===== src/rtl/vga_pkg.sv =====
`timescale 1ns/1ps
// Display geometry shared by the sprite controllers.
package vga_pkg;
  localparam int HOR_PIXELS = 800;
  localparam int VER_PIXELS = 600;
endpackage


===== src/rtl/player_multishot_ctl.sv =====
`timescale 1ns/1ps
// Player ship controller: tick-paced movement, a pool of bullet slots with fire
// cooldown, and a PLAY/HIT/DEAD life state machine.
module player_multishot_ctl
  import vga_pkg::*;
#(
  parameter int PLAYER_WIDTH   = 32,
  parameter int PLAYER_HEIGHT  = 32,
  parameter int BULLET_WIDTH   = 32,
  parameter int BULLET_HEIGHT  = 32,
  parameter int MOVEMENT_SPEED = 5,
  parameter int BULLET_SPEED   = 3,
  parameter int MAX_BULLETS    = 3,
  parameter int FIRE_COOLDOWN  = 10,
  parameter int START_LIVES    = 3,
  parameter int INVULN_TICKS   = 60,
  parameter int TICK_DIV       = 650000
) (
  input  logic                      clk,
  input  logic                      rst,
  input  logic                      button_left,
  input  logic                      button_right,
  input  logic                      button_shoot,
  input  logic [MAX_BULLETS-1:0]    bullet_hit,
  input  logic                      player_hit,
  output logic [11:0]               xpos,
  output logic [12*MAX_BULLETS-1:0] bullet_x,
  output logic [12*MAX_BULLETS-1:0] bullet_y,
  output logic [MAX_BULLETS-1:0]    bullet_active,
  output logic [2:0]                lives,
  output logic [1:0]                state
);

  localparam int TW = (TICK_DIV > 1) ? $clog2(TICK_DIV) : 1;
  localparam int CW = (FIRE_COOLDOWN > 0) ? $clog2(FIRE_COOLDOWN + 1) : 1;
  localparam int IW = (INVULN_TICKS > 0) ? $clog2(INVULN_TICKS + 1) : 1;

  localparam logic [TW-1:0]      TICK_LAST  = TW'(TICK_DIV - 1);
  localparam logic [CW-1:0]      CD_LOAD    = CW'(FIRE_COOLDOWN);
  localparam logic [IW-1:0]      INV_LOAD   = IW'(INVULN_TICKS);
  localparam logic [11:0]        X_MID      = 12'(HOR_PIXELS / 2);
  localparam logic signed [13:0] X_MAX      = 14'(HOR_PIXELS - PLAYER_WIDTH);
  localparam logic signed [13:0] MOVE       = 14'(MOVEMENT_SPEED);
  localparam logic [11:0]        BX_OFF     = 12'(PLAYER_WIDTH / 2 - BULLET_WIDTH / 2);
  localparam logic [11:0]        BY_START   = 12'(VER_PIXELS - PLAYER_HEIGHT - BULLET_HEIGHT);
  localparam logic [11:0]        BY_RETIRE  = 12'(BULLET_SPEED + BULLET_HEIGHT);
  localparam logic [11:0]        BY_STEP    = 12'(BULLET_SPEED);
  localparam logic [2:0]         LIVES_INIT = 3'(START_LIVES);

  typedef enum logic [1:0] {PLAY = 2'b00, HIT = 2'b01, DEAD = 2'b10} state_e;

  function automatic logic [11:0] sat_x(input logic signed [13:0] v);
    if (v < 14'sd0) return 12'd0;
    if (v > X_MAX) return X_MAX[11:0];
    return v[11:0];
  endfunction

  function automatic logic [11:0] move_x(input logic [11:0] x, input logic left,
                                         input logic right);
    logic signed [13:0] xs;
    xs = $signed({2'b00, x});
    if (left && !right) xs = xs - MOVE;
    else if (right && !left) xs = xs + MOVE;
    return sat_x(xs);
  endfunction

  logic [TW-1:0]          tick_cnt;
  logic                   tick;
  logic                   shoot_p1, shoot_pend, phit_flag;
  logic [MAX_BULLETS-1:0] bhit_flag;
  logic                   fire_req, can_fire, slot_taken;
  logic [MAX_BULLETS-1:0] bhit_now;
  logic                   phit_now;

  logic [11:0]            xpos_q, xpos_n;
  logic [11:0]            bx_q [MAX_BULLETS];
  logic [11:0]            bx_n [MAX_BULLETS];
  logic [11:0]            by_q [MAX_BULLETS];
  logic [11:0]            by_n [MAX_BULLETS];
  logic [MAX_BULLETS-1:0] act_q, act_n;
  logic [2:0]             lives_q, lives_n;
  state_e                 st_q, st_n;
  logic [CW-1:0]          cd_q, cd_n;
  logic [IW-1:0]          inv_q, inv_n;

  // Requests arriving on the tick cycle itself are folded in directly.
  assign tick     = (tick_cnt == TICK_LAST);
  assign fire_req = shoot_pend | (button_shoot & ~shoot_p1);
  assign bhit_now = bhit_flag | bullet_hit;
  assign phit_now = phit_flag | player_hit;
  assign can_fire = (st_q == PLAY) && fire_req && (cd_q == '0);

  always_comb begin
    xpos_n     = xpos_q;
    act_n      = act_q;
    bx_n       = bx_q;
    by_n       = by_q;
    lives_n    = lives_q;
    st_n       = st_q;
    cd_n       = cd_q;
    inv_n      = inv_q;
    slot_taken = 1'b0;

    for (int i = 0; i < MAX_BULLETS; i++) begin
      if (act_q[i]) begin
        if (bhit_now[i] || (by_q[i] < BY_RETIRE)) act_n[i] = 1'b0;
        else by_n[i] = by_q[i] - BY_STEP;
      end else if (can_fire && !slot_taken) begin
        slot_taken = 1'b1;
        act_n[i]   = 1'b1;
        bx_n[i]    = xpos_q + BX_OFF;
        by_n[i]    = BY_START;
      end
    end

    if (slot_taken) cd_n = CD_LOAD;
    else if (cd_q != '0) cd_n = cd_q - CW'(1);

    case (st_q)
      PLAY: begin
        xpos_n = move_x(xpos_q, button_left, button_right);
        if (phit_now) begin
          lives_n = lives_q - 3'd1;
          if (lives_q == 3'd1) begin
            st_n = DEAD;
          end else begin
            st_n  = HIT;
            inv_n = INV_LOAD;
          end
        end
      end
      HIT: begin
        if (inv_q <= IW'(1)) begin
          inv_n  = '0;
          st_n   = PLAY;
          xpos_n = X_MID;
        end else begin
          inv_n = inv_q - IW'(1);
        end
      end
      default: ;
    endcase
  end

  always_ff @(posedge clk) begin
    if (rst) begin
      tick_cnt   <= '0;
      shoot_p1   <= 1'b0;
      shoot_pend <= 1'b0;
      bhit_flag  <= '0;
      phit_flag  <= 1'b0;
      xpos_q     <= X_MID;
      act_q      <= '0;
      lives_q    <= LIVES_INIT;
      st_q       <= PLAY;
      cd_q       <= '0;
      inv_q      <= '0;
      for (int i = 0; i < MAX_BULLETS; i++) begin
        bx_q[i] <= '0;
        by_q[i] <= '0;
      end
    end else begin
      shoot_p1 <= button_shoot;
      if (tick) begin
        tick_cnt   <= '0;
        shoot_pend <= 1'b0;
        bhit_flag  <= '0;
        phit_flag  <= 1'b0;
        xpos_q     <= xpos_n;
        act_q      <= act_n;
        lives_q    <= lives_n;
        st_q       <= st_n;
        cd_q       <= cd_n;
        inv_q      <= inv_n;
        for (int i = 0; i < MAX_BULLETS; i++) begin
          bx_q[i] <= bx_n[i];
          by_q[i] <= by_n[i];
        end
      end else begin
        tick_cnt   <= tick_cnt + TW'(1);
        shoot_pend <= shoot_pend | (button_shoot & ~shoot_p1);
        bhit_flag  <= bhit_flag | bullet_hit;
        phit_flag  <= phit_flag | player_hit;
      end
    end
  end

  for (genvar g = 0; g < MAX_BULLETS; g++) begin : g_pack
    assign bullet_x[12*g +: 12] = bx_q[g];
    assign bullet_y[12*g +: 12] = by_q[g];
  end

  assign xpos          = xpos_q;
  assign bullet_active = act_q;
  assign lives         = lives_q;
  assign state         = st_q;

endmodule


===== config.mk =====
export PLATFORM = sky130hd
export DESIGN_NAME = player_multishot_ctl
export DESIGN_NICKNAME = d
export VERILOG_FILES = /design/src/rtl/vga_pkg.sv /design/src/rtl/player_multishot_ctl.sv
export SDC_FILE = /design/constraint.sdc
export NUM_CORES = 1
export LEC_CHECK = 0
export ABC_CLOCK_PERIOD_IN_PS = 5700
export CORE_ASPECT_RATIO = 0.75
export CORE_UTILIZATION = 58
export CTS_CLUSTER_SIZE = 28
export DETAILED_ROUTE_END_ITERATION = 10
export PLACE_DENSITY = 0.83
export SLEW_MARGIN = 5
export SYNTH_ARGS = -nofsm -noshare
export SYNTH_HDL_FRONTEND = slang
export SYNTH_SLANG_ARGS = --single-unit

===== constraint.sdc =====
create_clock -name clk -period 5.7 [get_ports clk]
set_input_delay 1.71 -clock clk [delete_from_list [all_inputs] [get_ports clk]]
set_output_delay 1.71 -clock clk [all_outputs]
set_load 0.02 [all_outputs]

==> run metrics, run 1 <==
final weighted congestion of routability-driven global placement=between 0.8 and 0.9; VDD IR max=0.195 mV; ant diodes=0; core area=0.00989 sq mm; Post-synth EDFFs=0; CTS clk-pin slew, worst paths=0.06 ns; initial core utilization=0.612; ys flop type=dfxtp_1; CTS max path bufs=2; Reg2Reg Depth=10; Max-cap violations=0; Tmin final=4.40 ns; Synth-to-Final Area Change=25.7%; CTS Root Cell=clkbuf_16; Final Slew Violations=0; Post-route DRC=0; outcome=complete, no violations; vias per inst=6.02; filler instances=694; Initial DRC Count=646; post-CTS setup buffer count=0; overall global routing resource usage=0.331; hold buffer count at CTS=0; mean post-synth cell area=8.09 sq um; part of the cycle the worst path needs=0.771; CTS tree=yes; Vias=5,838; setup violators final=0; final worst slack=1.30 ns; most frequent cells in the layout=dfxtp_1, nand2_1, clkdlybuf4s50_1; DP Worst Slack=1.05 ns; CP required=6.00 ns; largest net degree at the start of global routing=46; Leak=2.70 nW; Worst Hold Class=flop to flop; unrepaired setup endpoints after global routing=false; total gr overflow=0; Max Freq=227 MHz; register area share after synthesis=0.423; area of the multi-input gates=0.00324 sq mm; PortBufs=100; PwrDens=261 mW/mm^2; vias in the first global route=5,568; Die Area=around 0.011 sq mm; chip width=about 120 um; Avg WL per Cell=about 18 um; H-tree Lvls=4; Finished Cell Area=0.00761 sq mm; Final nets=846; Max Fanout on Critical Path=9; capturing point of the worst reg2reg path=xpos[5]; antenna violations before repair=0; Syn Inst Count=around 750; HPWL after detailed placement=11.8 mm; Synthesis Warnings=0; Crit Path Class=input port to flop; critical path arrival=4.70 ns; Final Skew=0.00766 ns; drt total wl=17.3 mm; Hold EP=tick_cnt[0]; Worst-Margin Slew=1.10 ns; setup TNS=0 ns; Worst Setup End Kind=flop; CP max-delay cell=a311oi_1; post-cts sizing count=0; Initial DRT Pass Iterations=5; CP peak stage delay=0.72 ns; CP dominant cell by count=a21oi_1; commonest non-fill, non-tap cell in the layout=dfxtp_1; Post-DP Area=0.00704 sq mm; setup slack, reg-to-reg=2.43 ns; total power=1.99 mW; Clock Latency Late Sink=0.42 ns; beginning of the worst register-to-register path=xpos[0]; Routed Antenna Nets=0; cell area after synthesis=0.00605 sq mm; number of synthesized register bits=128; Hold Path Depth=1; Sequential Area=0.00256 sq mm; Synthesized Nets=769; async set-or-reset flop fraction in the synthesized netlist=0; Clock Sinks=128; cell row count=31; I/O pin count=slightly above 100; critical-path cell list=clkdlybuf4s50_1 -> nor2b_1 -> nand4_1 -> a221oi_1 -> a21oi_1 -> a311oi_1 -> o31ai_1 -> a21oi_1 -> o21ai_1; share of layout cells above drive strength 1=0.0550; global-route wire length before repair=28.2 mm; CP startpoint kind=input port; Slew headroom=0.257; synth unique cells=72; hold_sp=tick_cnt[0]; Hold Violations, Final=0; clock buffer count from CTS=17; die height=90.5 um
registers in the layout, summed over array words and instances (netlist names), 2 cells and up:
signal	cells
xpos	12
bullet_x	36
lives	3
bullet_active	3
inv_q	6
cd_q	4
state	2
bullet_y	36
bhit_flag	3
tick_cnt	20
report_power, final:
| part | total [mW] | switching [mW] | internal (mW) |
|---|---|---|---|
| Combinational | 0.0483 | 0.0318 | 0.0164 |
| Clock | 1.04 | 0.389 | 0.648 |
| Sequential | 0.902 | 0.00257 | 0.900 |
| Total | 1.99 | 0.423 | 1.56 |
synthesized netlist by cell type, drive strengths merged, types with 15 or more instances:
| cell type | count | area share |
|---|---|---|
| o21ai | 22 | 0.018 |
| clkbuf | 33 | 0.020 |
| nor2 | 83 | 0.052 |
| xnor2 | 23 | 0.033 |
| nor3 | 15 | 0.013 |
| xor2 | 26 | 0.038 |
| a21oi | 80 | 0.066 |
| dfxtp | 128 | 0.42 |
| inv | 19 | 0.012 |
| nand3 | 18 | 0.015 |
| or3 | 17 | 0.018 |
| nand2 | 124 | 0.077 |
layer usage:
| layer | track usage | wire, um | part of all wire |
|---|---|---|---|
| met3 | 0.0694 | 1460 | 0.084 |
| met4 | 0.114 | 276 | 0.016 |
| met2 | 0.512 | 7800 | 0.45 |
| met5 | 0 | 0 | 0 |
| met1 | 0.456 | 7820 | 0.45 |
stage by stage:
stage                      util  hold WS (ns)  cells
after floorplan               -         0.418    748
after detailed placement  0.712         0.438    938
after CTS                 0.769         0.449    969
after global placement    0.712         0.428    938
final                     0.769         0.445    969
after global routing      0.769         0.468    969
critical path, delay by kind of cell:
kind,cells,cell delay [ns]
AOI/OAI and AO/OA,6,1.58
and+or+nand+nor,2,0.79
buffers and inverters,1,0.62
cell type report:
type / count / area share
Clock buffer: 20 / 0.0587
Clock inverter: 11 / 0.0153
Inverter: 19 / 0.00938
Multi-Input combinational cell: 558 / 0.426
Sequential cell: 128 / 0.337
Tap cell: 132 / 0.0217
Timing Repair Buffer: 101 / 0.132
how the worst max path moves through the flow:
stage / startpoint / to / slack, ns / cells past startpoint
floorplan: button_left / xpos[1] / 1.82 / 8
global placement: button_left / xpos[1] / 1.10 / 8
detailed placement: button_left / xpos[4] / 1.05 / 9
CTS: button_left / xpos[4] / 1.41 / 9
global route: button_left / xpos[4] / 1.15 / 9
finish: button_left / xpos[4] / 1.30 / 9
kinds of logic after synthesis:
logic type / Yosys count / synth area share
AND/OR/NAND/NOR: 339 / 0.276
AO/OA/AOI/OAI: 154 / 0.156
flip-flops: 128 / 0.423
buffers and inverters: 62 / 0.0424
XOR/XNOR: 49 / 0.0709
adder cells (fa/ha/maj): 12 / 0.0248
multiplexers: 4 / 0.00661
Note: power is estimated with default switching activity, not from simulation.
==> inputs of run 2 (changes only) <==
ABC_CLOCK_PERIOD_IN_PS = 4500   (was 5700)
CORE_UTILIZATION = 53   (was 58)
PLACE_DENSITY = 0.77   (was 0.83)
clock period = 4.5 ns   (was 5.7 ns; I/O delays follow)
==> run metrics, run 2 (same netlist as run 1, synthesis figures left out) <==
outcome=complete, but fails checks; failing checks=design-rule violations; Tmin final=3.91 ns; core area=approximately 0.011 sq mm; cell total after placement=950; global-route wire length before repair=roughly 27 mm; Initial DRT Pass Iterations=9; Final Skew=0.00912 ns; CP required=4.86 ns; largest net degree at the start of global routing=29; Worst-Margin Slew=between 0.9 and 1 ns; total gr overflow=0; critical path arrival=4.27 ns; CTS clk-pin slew, worst paths=0.06 ns; PortBufs=100; I/O pin count=101; Crit Path Class=input port to flop; Sequential Area=0.00256 sq mm; non-filler instance count after layout=981; Avg WL per Cell=17.0 um; HPWL after detailed placement=approximately 12 mm; Routed Antenna Nets=0; Hold Violations, Final=0; Max-cap violations=0; Leak=between 2 and 3 nW; Clock Sinks=128; antenna violations before repair=0; H-tree Lvls=4; Final Slew Violations=0; clock buffer count from CTS=17; vias per inst=5.85; hold buffer count at CTS=0; Initial DRC Count=555; unrepaired setup endpoints after global routing=false; final weighted congestion of routability-driven global placement=0.902; cell row count=33; CTS tree=yes; initial core utilization=0.549; part of the cycle the worst path needs=0.870; PwrDens=338 mW/mm^2; CP startpoint kind=input port; Slew headroom=0.360; Max Fanout on Critical Path=9; Min Hold Slack=about 0.45 ns; Post-route DRC=10; Core Util, Final=0.696; share of layout cells above drive strength 1=0.0606; chip width=around 130 um; die height=94.6 um; Final nets=850; post-CTS setup buffer count=0; VDD IR max=0.286 mV; Worst Setup End Kind=flop; Vias=5,738; ant diodes=0; drt total wl=about 17 mm; Max Freq=255 MHz; filler instances=~870; Die Area=0.0119 sq mm; most frequent cells in the layout=dfxtp_1, nand2_1, clkdlybuf4s50_1; CTS Root Cell=clkbuf_16; Synth-to-Final Area Change=26.8%; vias in the first global route=5,206; post-cts sizing count=0; setup violators final=0; setup TNS=0 ns; Worst Hold Class=flop to flop; commonest non-fill, non-tap cell in the layout=dfxtp_1; overall global routing resource usage=0.288; CTS max path bufs=2; area of the multi-input gates=0.00324 sq mm; Clock Latency Late Sink=about 0.41 ns
## run 2: layout make-up
class	count	share of cell area
Tap cell	140	0.0228
Timing Repair Buffer	105	0.135
Clock inverter	13	0.0215
Multi-Input combinational cell	558	0.422
Inverter	19	0.00929
Clock buffer	18	0.0559
Sequential cell	128	0.334
## run 2: worst paths after layout
path,start,to,slack (ns),cells past startpoint
setup reg to reg,xpos[0],xpos[2],1.16,10
hold / removal,bullet_x[3],bullet_x[3],0.45,2
hold reg to reg,bullet_x[3],bullet_x[3],0.45,2
setup / recovery,button_right,xpos[2],0.59,9
## run 2: per-layer routing
layer / up-vias / share of wire / routed length, um / global-route usage
li1: 2757 / - / - / -
met3: 19 / 0.081 / 1350 / 0.0680
met1: 2700 / 0.48 / 7990 / 0.402
met4: 0 / 0.0090 / 150 / 0.103
met2: 262 / 0.43 / 7210 / 0.435
met5: - / 0 / 0 / 0
## run 2: power breakdown
part | switching (mW) | internal, mW | leakage (nW)
Combinational | 0.0410 | 0.0220 | 1.41
Sequential | 0.00383 | 1.14 | 1.03
Clock | 0.524 | 0.869 | 0.278
## run 2: per-stage QoR
step	cell area (sq um)	power [mW]	setup slack, ns
after CTS	7680	2.61	0.666
final	7680	2.60	0.586
after global placement	7080	1.23	0.361
after detailed placement	7080	1.23	0.235
after global routing	7680	2.67	0.369
after floorplan	6050	1.21	0.978
## run 2: worst max-delay path, cell delays in order
cell and delay, ns:
clkdlybuf4s50_1 0.69, or2b_1 0.27, nor3_1 0.10, or3_1 0.36, a2111oi_0 0.48, a311oi_1 0.31, nor4_1 0.47, nand3_1 0.14
nand2_1 0.09
